--- src/rtl/codec_init_seq_pkg.sv ---
// Shared types, constants and register table for the codec init sequencer.
package codec_init_pkg;

  typedef enum logic [2:0] {
    S_IDLE,
    S_LOAD,
    S_HOLD,
    S_WAIT,
    S_NEXT,
    S_DONE,
    S_FAIL
  } state_t;

  localparam int         TBL_LEN  = 11;
  localparam logic [3:0] LAST_IDX = 4'(TBL_LEN - 1);
  localparam logic [3:0] ERR_PASS = 4'hF;
  localparam logic [3:0] ERR_TMO  = 4'h0;

  // {reg[6:0], data[8:0]}; reset first, activate last so the codec only
  // starts once every other register holds its final value.
  function automatic logic [15:0] tbl_word(input logic [3:0] idx);
    logic [15:0] w;
    w = '0;
    case (idx)
      4'd0:    w = {7'd15, 9'h000};
      4'd1:    w = {7'd0,  9'h017};
      4'd2:    w = {7'd1,  9'h017};
      4'd3:    w = {7'd2,  9'h079};
      4'd4:    w = {7'd3,  9'h079};
      4'd5:    w = {7'd4,  9'h012};
      4'd6:    w = {7'd5,  9'h000};
      4'd7:    w = {7'd6,  9'h000};
      4'd8:    w = {7'd7,  9'h00A};
      4'd9:    w = {7'd8,  9'h000};
      4'd10:   w = {7'd9,  9'h001};
      default: w = '0;
    endcase
    return w;
  endfunction

endpackage

--- src/rtl/codec_reg_rom.sv ---
// Combinational lookup of the codec configuration table.
module codec_reg_rom
  import codec_init_pkg::*;
(
  input  logic [3:0]  idx,
  output logic [15:0] word
);

  assign word = tbl_word(idx);

endmodule

--- src/rtl/codec_init_seq.sv ---
// Walks the codec register table through an external I2C write engine,
// restarting the engine per attempt and retrying failed entries.
module codec_init_seq
  import codec_init_pkg::*;
#(
  parameter logic [6:0] DEV_ADDR  = 7'h1A,
  parameter int         MAX_TRIES = 3,
  parameter int         RST_HOLD  = 16,
  parameter int         TIMEOUT   = 50000
) (
  input  logic       clk,
  input  logic       rst,
  input  logic       start,
  output logic       i2c_rst,
  output logic [6:0] i2c_addr,
  output logic [6:0] i2c_reg,
  output logic [8:0] i2c_data,
  output logic       i2c_rw,
  input  logic       i2c_done,
  input  logic [3:0] i2c_error,
  output logic       busy,
  output logic       cfg_done,
  output logic       cfg_fail,
  output logic [3:0] fail_index,
  output logic [3:0] fail_code
);

  localparam int              TW        = ($clog2(MAX_TRIES + 1) > 2) ? $clog2(MAX_TRIES + 1) : 2;
  localparam logic [4:0]      HOLD_LAST = 5'(RST_HOLD - 1);
  localparam logic [15:0]     TMO_LIM   = 16'(TIMEOUT);
  localparam logic [TW-1:0]   TRY_LIM   = TW'(MAX_TRIES);

  state_t        state, state_n;
  logic [3:0]    idx, idx_n;
  logic [TW-1:0] tries, tries_n, try_inc;
  logic [4:0]    hold_cnt, hold_cnt_n;
  logic [15:0]   tmo_cnt, tmo_cnt_n;
  logic          done_n, fail_n;
  logic [3:0]    fidx_n, fcode_n;
  logic [15:0]   rom_word;
  logic          err_hit, tmo_hit;

  // The ROM looks up the next index so fields are valid on the LOAD cycle itself.
  codec_reg_rom u_rom (.idx(idx_n), .word(rom_word));

  assign err_hit  = (i2c_error != ERR_TMO) && (i2c_error != ERR_PASS);
  assign tmo_hit  = (tmo_cnt >= TMO_LIM);
  assign try_inc  = (tries == '1) ? tries : tries + TW'(1);
  assign i2c_rst  = (state == S_WAIT);
  assign busy     = (state == S_LOAD) || (state == S_HOLD) ||
                    (state == S_WAIT) || (state == S_NEXT);
  assign i2c_addr = DEV_ADDR;
  assign i2c_rw   = 1'b0;

  // Next-state and datapath update; failures outrank success in WAIT.
  always_comb begin
    state_n    = state;
    idx_n      = idx;
    tries_n    = tries;
    hold_cnt_n = hold_cnt;
    tmo_cnt_n  = tmo_cnt;
    done_n     = cfg_done;
    fail_n     = cfg_fail;
    fidx_n     = fail_index;
    fcode_n    = fail_code;
    case (state)
      S_IDLE, S_DONE, S_FAIL: begin
        if (start) begin
          state_n = S_LOAD;
          idx_n   = '0;
          tries_n = '0;
          done_n  = 1'b0;
          fail_n  = 1'b0;
        end
      end
      S_LOAD: begin
        state_n    = S_HOLD;
        hold_cnt_n = '0;
      end
      S_HOLD: begin
        if (hold_cnt >= HOLD_LAST) begin
          state_n   = S_WAIT;
          tmo_cnt_n = '0;
        end else if (hold_cnt != '1) begin
          hold_cnt_n = hold_cnt + 5'd1;
        end
      end
      S_WAIT: begin
        if (err_hit || tmo_hit) begin
          tries_n = try_inc;
          if (try_inc < TRY_LIM) begin
            state_n    = S_HOLD;
            hold_cnt_n = '0;
          end else begin
            state_n = S_FAIL;
            fail_n  = 1'b1;
            fidx_n  = idx;
            fcode_n = err_hit ? i2c_error : ERR_TMO;
          end
        end else if (i2c_done && (i2c_error == ERR_PASS)) begin
          state_n = S_NEXT;
        end else if (tmo_cnt != '1) begin
          tmo_cnt_n = tmo_cnt + 16'd1;
        end
      end
      S_NEXT: begin
        tries_n = '0;
        if (idx == LAST_IDX) begin
          state_n = S_DONE;
          done_n  = 1'b1;
        end else begin
          idx_n   = idx + 4'd1;
          state_n = S_LOAD;
        end
      end
      default: state_n = S_IDLE;
    endcase
  end

  // State and datapath registers; fields latch only on entry to LOAD.
  always_ff @(posedge clk) begin
    if (!rst) begin
      state      <= S_IDLE;
      idx        <= '0;
      tries      <= '0;
      hold_cnt   <= '0;
      tmo_cnt    <= '0;
      cfg_done   <= 1'b0;
      cfg_fail   <= 1'b0;
      fail_index <= '0;
      fail_code  <= '0;
      i2c_reg    <= '0;
      i2c_data   <= '0;
    end else begin
      state      <= state_n;
      idx        <= idx_n;
      tries      <= tries_n;
      hold_cnt   <= hold_cnt_n;
      tmo_cnt    <= tmo_cnt_n;
      cfg_done   <= done_n;
      cfg_fail   <= fail_n;
      fail_index <= fidx_n;
      fail_code  <= fcode_n;
      if (state_n == S_LOAD) begin
        i2c_reg  <= rom_word[15:9];
        i2c_data <= rom_word[8:0];
      end
    end
  end

endmodule

--- config.mk ---
export PLATFORM = sky130hd
export DESIGN_NAME = codec_init_seq
export DESIGN_NICKNAME = d
export VERILOG_FILES = /design/src/rtl/codec_init_seq_pkg.sv /design/src/rtl/codec_reg_rom.sv /design/src/rtl/codec_init_seq.sv
export SDC_FILE = /design/constraint.sdc
export NUM_CORES = 1
export LEC_CHECK = 0
export CORE_ASPECT_RATIO = 0.75
export CORE_MARGIN = 5
export CORE_UTILIZATION = 58
export CTS_CLUSTER_DIAMETER = 100
export DETAILED_ROUTE_END_ITERATION = 16
export GPL_ROUTABILITY_DRIVEN = 0
export PLACE_DENSITY = 0.84
export SLEW_MARGIN = 20
export SYNTH_ARGS = -nofsm -noshare
export SYNTH_HDL_FRONTEND = slang
export SYNTH_SLANG_ARGS = --single-unit
--- constraint.sdc ---
create_clock -name clk -period 4.63 [get_ports clk]
set_clock_uncertainty 0.05 [all_clocks]
set_input_delay 0.6945 -clock clk [delete_from_list [all_inputs] [get_ports clk]]
set_output_delay 0.6945 -clock clk [all_outputs]
set_load 0.1 [all_outputs]
==> flow_summary.yaml, run 1 <==
timing:
  timing.final.crit_period_ns: 3.42
  setup_viol: 0
  layout_worst_path_cycle_share_pct: 73.9
  max_slew_margin_pct: 32.5
  post_route_setup_tns_ns: 0
  worst_pin_slew_ns: 1.01
  timing_hold_violations_final: 0
  report.final.slew_viol_count: 0
  setup_repair_after_global_routing_missed_its_margin: "no"
  post-route-worst-setup-slack_ns: 1.21
  max_freq_mhz: 292
cells_and_area:
  finalNetCount: 375
  area.growth.synth_to_final_pct: 12.1
  flip_flop_count_of_the_largest_register_all_copies_and_words_added: 16
  finish.utilization_pct: 67.8
  layout_top_registers: "tmo_cnt x16, i2c_data x6, hold_cnt x5"
  top_register: "tmo_cnt"
  insertedDiodeCount: 0
  layout.cell_area.non_filler_um2: 3070
  final_layout_size_suffix_gt1_share_pct: 4.76
setup_path:
  arrival_ns: 3.60
  endpoint_kind: "flip-flop"
  cp_max_fo: 14
  setup.worst_path.class: "flip-flop to flip-flop"
  start_kind: "flip-flop"
  required_ns: 4.81
die:
  die-area_um2: 6200
  die_y_um: 69.5
  ioPinCount: 44
  floorplan.initialDensity_pct: 60.5
  die_width_um: 89.3
  row_count: 21
  design.core.area_um2: 4520
synth:
  yosys.area.top_type: "sky130_fd_sc_hd__dfxtp_1"
  synth_seq_area_share_pct: 36.6
  yosysUniqueCellTypes: 53
  synth.top_cell.area_share_pct: 36.6
  ys_seq_elements: 50
  synthesis.area_per_instance_um2: 8.06
  area_fraction_in_and_or_nand_and_nor_cells_after_synthesis_pct: 23.7
  synth-compound-area-share_pct: 18.0
  yosys.area_share.adder_pct: 5.03
  synth_xor_area_share_pct: 4.49
  post_synth_design_cell_area_um2: 2730
  synth_async_reset_ratio_pct: 0
  synth_top_family_by_area: "simple AND/OR/NAND/NOR gates"
  ys.flop_type: "sky130_fd_sc_hd__dfxtp_1"
  synth_edf_count: 0
  netlist_top_cells_area: "sky130_fd_sc_hd__dfxtp_1 37%, sky130_fd_sc_hd__nor2_1 5.4%, sky130_fd_sc_hd__ha_1 5.0%"
  muxShareOfSynthArea_pct: 2.97
  synthesis.yosys.warnings: 0
  post_synth_inst_count: 339
detailed_routing:
  initialDrtViolationCount: 256
  wl_per_cell_um: 14.1
  viasPerCell: 5.61
  ant_nets: 0
  detailroute.via_count: 2324
  routed_wl_mm: 5.82
  post_route_drc_violation_count: 0
  drtPass1Iterations: 4
place:
  hpwlAfterDp_mm: 4.26
  dp_worst_setup_slack_ns: 1.08
  port_buffers: 30
  placed_cell_area_um2: 2960
job:
  drv.max_cap_violation_count: 0
cts:
  cts_hold_repair.buffers: 0
  htree_num_levels: 2
  clockBufferDepth: 2
  clock_sinks: 50
  cts_tree: "yes"
  post_cts_setup_buffer_count: 0
  root_buffer_master: "sky130_fd_sc_hd__clkbuf_8"
  cts_buffers: 5
  post_cts.resized_instances: 0
  clock_latency_ns: 0.30
  clk_pin_slew_worst_paths_ns: 0.09
power:
  vdd_drop_max_uv: 187
  total_switching_power_mw: 0.285
  cellInternalPower_mw: 0.630
  power.density_nw_per_um2: 299
  fin_total_pwr_mw: 0.915
  p_seq_share_pct: 48.8
  combinationalPowerShare_pct: 18.4
  clockPowerShare_pct: 32.8
  swShare_pct: 31.1
  power_leakage_nw: 1.14
global_route:
  grt_max_degree: 22
  antenna_violations_before_repair: 0
  grt_pass1_vias: 2083
  grt_first_pass_wirelength_mm: 9.56
  gr-usage-all-layers_pct: 18.9
  globalRouteOverflowTotal: 0
hold_path:
  holdCritPathClass: "flip-flop to flip-flop"
status:
  run_status: "complete, no violations"
logic make-up (layout without fill, tap and decap cells):
group / count (synthesis) / after routing
muxes: 8 / 8
and+or+nand+nor: 127 / 127
xor gates and xnor gates: 14 / 14
DFF: 50 / 50
AOI/OAI and AO/OA: 82 / 82
buffers and inverters: 45 / 52
adders and majority gates: 11 / 11
other: 2 / 13
cell usage after synthesis (5+ instances only):
library cell               number
sky130_fd_sc_hd__a211oi_1       5
sky130_fd_sc_hd__a21oi_1       27
sky130_fd_sc_hd__a31oi_1        5
sky130_fd_sc_hd__and2_1         5
sky130_fd_sc_hd__and3_1         5
sky130_fd_sc_hd__buf_4         15
sky130_fd_sc_hd__clkbuf_1      11
sky130_fd_sc_hd__dfxtp_1       50
sky130_fd_sc_hd__ha_1          11
sky130_fd_sc_hd__inv_1         14
sky130_fd_sc_hd__mux2i_1        7
sky130_fd_sc_hd__nand2_1       27
sky130_fd_sc_hd__nand3_1       10
sky130_fd_sc_hd__nor2_1        39
sky130_fd_sc_hd__nor3_1         6
sky130_fd_sc_hd__nor4_1         5
sky130_fd_sc_hd__o21ai_0       17
sky130_fd_sc_hd__o21ai_1        7
sky130_fd_sc_hd__or3_1          5
sky130_fd_sc_hd__xnor2_1       12
placed cells by master, fill, tap and decap left out, types with 6 or more instances in the layout:
| cell type | Yosys | layout |
|---|---|---|
| sky130_fd_sc_hd__conb_1 | 2 | 13 |
| sky130_fd_sc_hd__a21oi_1 | 27 | 27 |
| sky130_fd_sc_hd__o21ai_1 | 7 | 7 |
| sky130_fd_sc_hd__inv_1 | 14 | 14 |
| sky130_fd_sc_hd__ha_1 | 11 | 11 |
| sky130_fd_sc_hd__mux2i_1 | 7 | 7 |
| sky130_fd_sc_hd__nand2_1 | 27 | 27 |
| sky130_fd_sc_hd__o21ai_0 | 17 | 17 |
| sky130_fd_sc_hd__nor3_1 | 6 | 6 |
| sky130_fd_sc_hd__nand3_1 | 10 | 10 |
| sky130_fd_sc_hd__dfxtp_1 | 50 | 50 |
| sky130_fd_sc_hd__clkdlybuf4s50_1 | 0 | 30 |
| sky130_fd_sc_hd__nor2_1 | 39 | 39 |
| sky130_fd_sc_hd__xnor2_1 | 12 | 12 |
power groups by stage:
stage	sequential, mW	clock (mW)	combinational (mW)
final	0.447	0.300	0.168
after global routing	0.448	0.325	0.175
after CTS	0.446	0.304	0.168
after detailed placement	0.456	0	0.168
after global placement	0.456	0	0.167
after floorplan	0.494	0	0.109
path summary, 6_finish.rpt:
path	from	end	slack, ns	depth (start not counted)
worst max-delay path	state[2]	i2c_data[4]	1.21	8
worst min-delay path	i2c_data[4]	i2c_data[4]	0.41	2
worst max register to register	state[2]	i2c_data[4]	1.21	8
worst min register to register	i2c_data[4]	i2c_data[4]	0.41	2
metal layers:
metal  share of wire [%]  vias to the layer above  GRT usage, %
met4                0.84                        0          5.29
met1                  51                     1057          28.6
met3                 7.1                        5          5.46
met5                   0                        -             0
met2                  41                       74          25.6
li1                    -                     1188             -
final cells by class:
class,instances,area (µm²)
clock buffer,5,68.8
clock inverter,3,40.0
fill,375,1450
inverter,14,52.6
multi-input combinational,255,1530
sequential,50,1000
tap,57,71.3
timing repair buffer,30,300
critical path: stages, from the launching register on:
cell,delay (ns)
sky130_fd_sc_hd__dfxtp_1,0.61
sky130_fd_sc_hd__or3b_1,0.53
sky130_fd_sc_hd__or3_1,0.48
sky130_fd_sc_hd__o21ai_1,0.36
sky130_fd_sc_hd__a21oi_1,0.25
sky130_fd_sc_hd__ha_1,0.35
sky130_fd_sc_hd__and2_1,0.20
sky130_fd_sc_hd__or3_1,0.36
sky130_fd_sc_hd__a21oi_1,0.14
through the flow:
step / std cells / hold WS, ns
after floorplan: 350 / 0.397
final: 414 / 0.413
after detailed placement: 406 / 0.398
after global routing: 414 / 0.424
after global placement: 406 / 0.387
after CTS: 414 / 0.413
No activity file was read; power rests on OpenSTA's default activity.
==> inputs of run 2 (changes only) <==
--- a/config.mk
+++ b/config.mk
@@ -7,11 +7,11 @@
 export LEC_CHECK = 0
 export CORE_ASPECT_RATIO = 0.75
 export CORE_MARGIN = 5
-export CORE_UTILIZATION = 58
+export CORE_UTILIZATION = 53
 export CTS_CLUSTER_DIAMETER = 100
 export DETAILED_ROUTE_END_ITERATION = 16
 export GPL_ROUTABILITY_DRIVEN = 0
-export PLACE_DENSITY = 0.84
+export PLACE_DENSITY = 0.77
 export SLEW_MARGIN = 20
 export SYNTH_ARGS = -nofsm -noshare
 export SYNTH_HDL_FRONTEND = slang
==> constraint.sdc (replaced) <==
create_clock -name clk -period 3.15 [get_ports clk]
set_clock_uncertainty 0.05 [all_clocks]
set_input_delay 0.4725 -clock clk [delete_from_list [all_inputs] [get_ports clk]]
set_output_delay 0.4725 -clock clk [all_outputs]
set_load 0.1 [all_outputs]
==> flow_summary.yaml, run 2 (synthesis gave the netlist of run 1 again) <==
global_route:
  grtUsageMet2_pct: 24.7
  globalRoute.busiestLayer: "met1"
  globalRouteOverflowTotal: 0
  grt_max_degree: 22
  grtUsageMet1_pct: 26.6
  antenna_violations_before_repair: 0
  grt_first_pass_wirelength_mm: 9.58
  gr-usage-all-layers_pct: 17.7
  grt_pass1_vias: 2019
  global_route.usage.met3_pct: 4.25
hold_path:
  min_path_cells: 2
  holdCritPathClass: "flip-flop to flip-flop"
setup_path:
  required_ns: 3.32
  setup.worst_path.class: "flip-flop to flip-flop"
  worst-r2r-cell-count: 8
  arrival_ns: 2.89
  cp_max_fo: 8
  start_kind: "flip-flop"
  endpoint_kind: "flip-flop"
timing:
  timing.final.crit_period_ns: 2.72
  timing_hold_violations_final: 0
  max_freq_mhz: 368
  setup_repair_after_global_routing_missed_its_margin: "no"
  layout_worst_path_cycle_share_pct: 86.3
  max_slew_margin_pct: 53.0
  worst_pin_slew_ns: 0.704
  setup_viol: 0
  post_route_setup_tns_ns: 0
  report.final.slew_viol_count: 0
cts:
  cts_tree: "yes"
  post_cts_setup_buffer_count: 0
  clockBufferDepth: 2
  clock_sinks: 50
  cts_hold_repair.buffers: 0
  htree_num_levels: 2
  root_buffer_master: "sky130_fd_sc_hd__clkbuf_8"
  post_cts.resized_instances: 0
  clk_pin_slew_worst_paths_ns: 0.09
  clock_latency_ns: 0.30
  cts_buffers: 5
cells_and_area:
  top_register: "tmo_cnt"
  multi_input_area_um2: 1530
  layout_commonest_cell: "sky130_fd_sc_hd__dfxtp_1"
  finalNetCount: 386
  fillers: 433
  final-instance-count-excl-fill: 428
  area.growth.synth_to_final_pct: 12.8
  layout_top_registers: "tmo_cnt x16, i2c_data x6, hold_cnt x5"
  insertedDiodeCount: 0
  finish.utilization_pct: 62.2
  flip_flop_count_of_the_largest_register_all_copies_and_words_added: 16
  mostFrequentLayoutCells: "50 x sky130_fd_sc_hd__dfxtp_1, 38 x sky130_fd_sc_hd__nor2_1, 34 x sky130_fd_sc_hd__buf_4, 27 x sky130_fd_sc_hd__nand2_1, 27 x sky130_fd_sc_hd__a21oi_1"
  layout.cell_area.non_filler_um2: 3080
  register_area_um2: 1000
  final_layout_size_suffix_gt1_share_pct: 14.1
die:
  design.core.area_um2: 4950
  floorplan.initialDensity_pct: 55.2
  die_y_um: 72.2
  ioPinCount: 44
  die-area_um2: 6710
  row_count: 22
  die_width_um: 92.9
job:
  drv.max_cap_violation_count: 0
detailed_routing:
  wl_per_cell_um: 13.7
  routed_wl_mm: 5.85
  post_route_drc_violation_count: 0
  detailroute.via_count: 2384
  ant_nets: 0
  viasPerCell: 5.57
  drtPass1Iterations: 4
  initialDrtViolationCount: 176
power:
  power.density_nw_per_um2: 422
  vdd_drop_max_uv: 287
  power_leakage_nw: 1.23
status:
  run_status: "complete, no violations"
place:
  port_buffers: 30
  placed_cell_area_um2: 2990
  placed_cells: 420
  hpwlAfterDp_mm: 4.33
==> run 2: cell types whose count changed in the layout (fill, tap and decap cells not counted), sizes merged <==
cell / delta
clkdlybuf4s50: -23
clkbuf: +1
bufinv: -1
clkinv: -1
clkinvlp: +1
buf: +34
==> run 2: per-layer routing <==
| layer | wire (µm) | share of wire [%] | up-vias |
|---|---|---|---|
| li1 | - | - | 1207 |
| met1 | 2990 | 51 | 1082 |
| met2 | 2420 | 41 | 87 |
| met3 | 389 | 6.7 | 8 |
| met4 | 56 | 0.96 | 0 |
| met5 | 0 | 0 | - |
==> run 2: through the flow <==
step	power (mW)	setup slack [ns]	hold slack [ns]
after floorplan	0.886	0.244	0.397
after global placement	0.922	0.340	0.394
after detailed placement	0.923	0.292	0.399
after CTS	1.31	0.455	0.415
after global routing	1.35	0.272	0.435
final	1.30	0.433	0.413
==> run 2: cell type report <==
type	instances	share of cell area, %
Clock buffer	6	2.68
Clock inverter	2	0.406
Multi-Input combinational cell	255	49.8
Timing Repair Buffer	41	10.6
Inverter	14	1.70
Tap cell	60	2.44
Sequential cell	50	32.5
==> run 2: path summary, 6_finish.rpt <==
path	start	endpoint	slack (ns)
setup reg to reg	state[2]	i2c_data[4]	0.43
hold / removal	fail_code[3]	fail_code[3]	0.41
hold reg to reg	fail_code[3]	fail_code[3]	0.41
setup / recovery	state[2]	i2c_data[4]	0.43
==> run 2: power breakdown <==
group          switching (mW)  internal [mW]
clock network           0.215          0.177
registers             0.00662          0.644
logic                   0.206         0.0535
==> run 2: worst max-delay path, cell delays in order, from the launching register on <==
cell                      delay [ns]
sky130_fd_sc_hd__dfxtp_1        0.34
sky130_fd_sc_hd__or3b_1         0.48
sky130_fd_sc_hd__or3_1          0.47
sky130_fd_sc_hd__o21ai_1        0.14
sky130_fd_sc_hd__a21oi_1        0.12
sky130_fd_sc_hd__ha_1           0.32
sky130_fd_sc_hd__and2_1         0.20
sky130_fd_sc_hd__or3_1          0.37
sky130_fd_sc_hd__a21oi_1        0.15
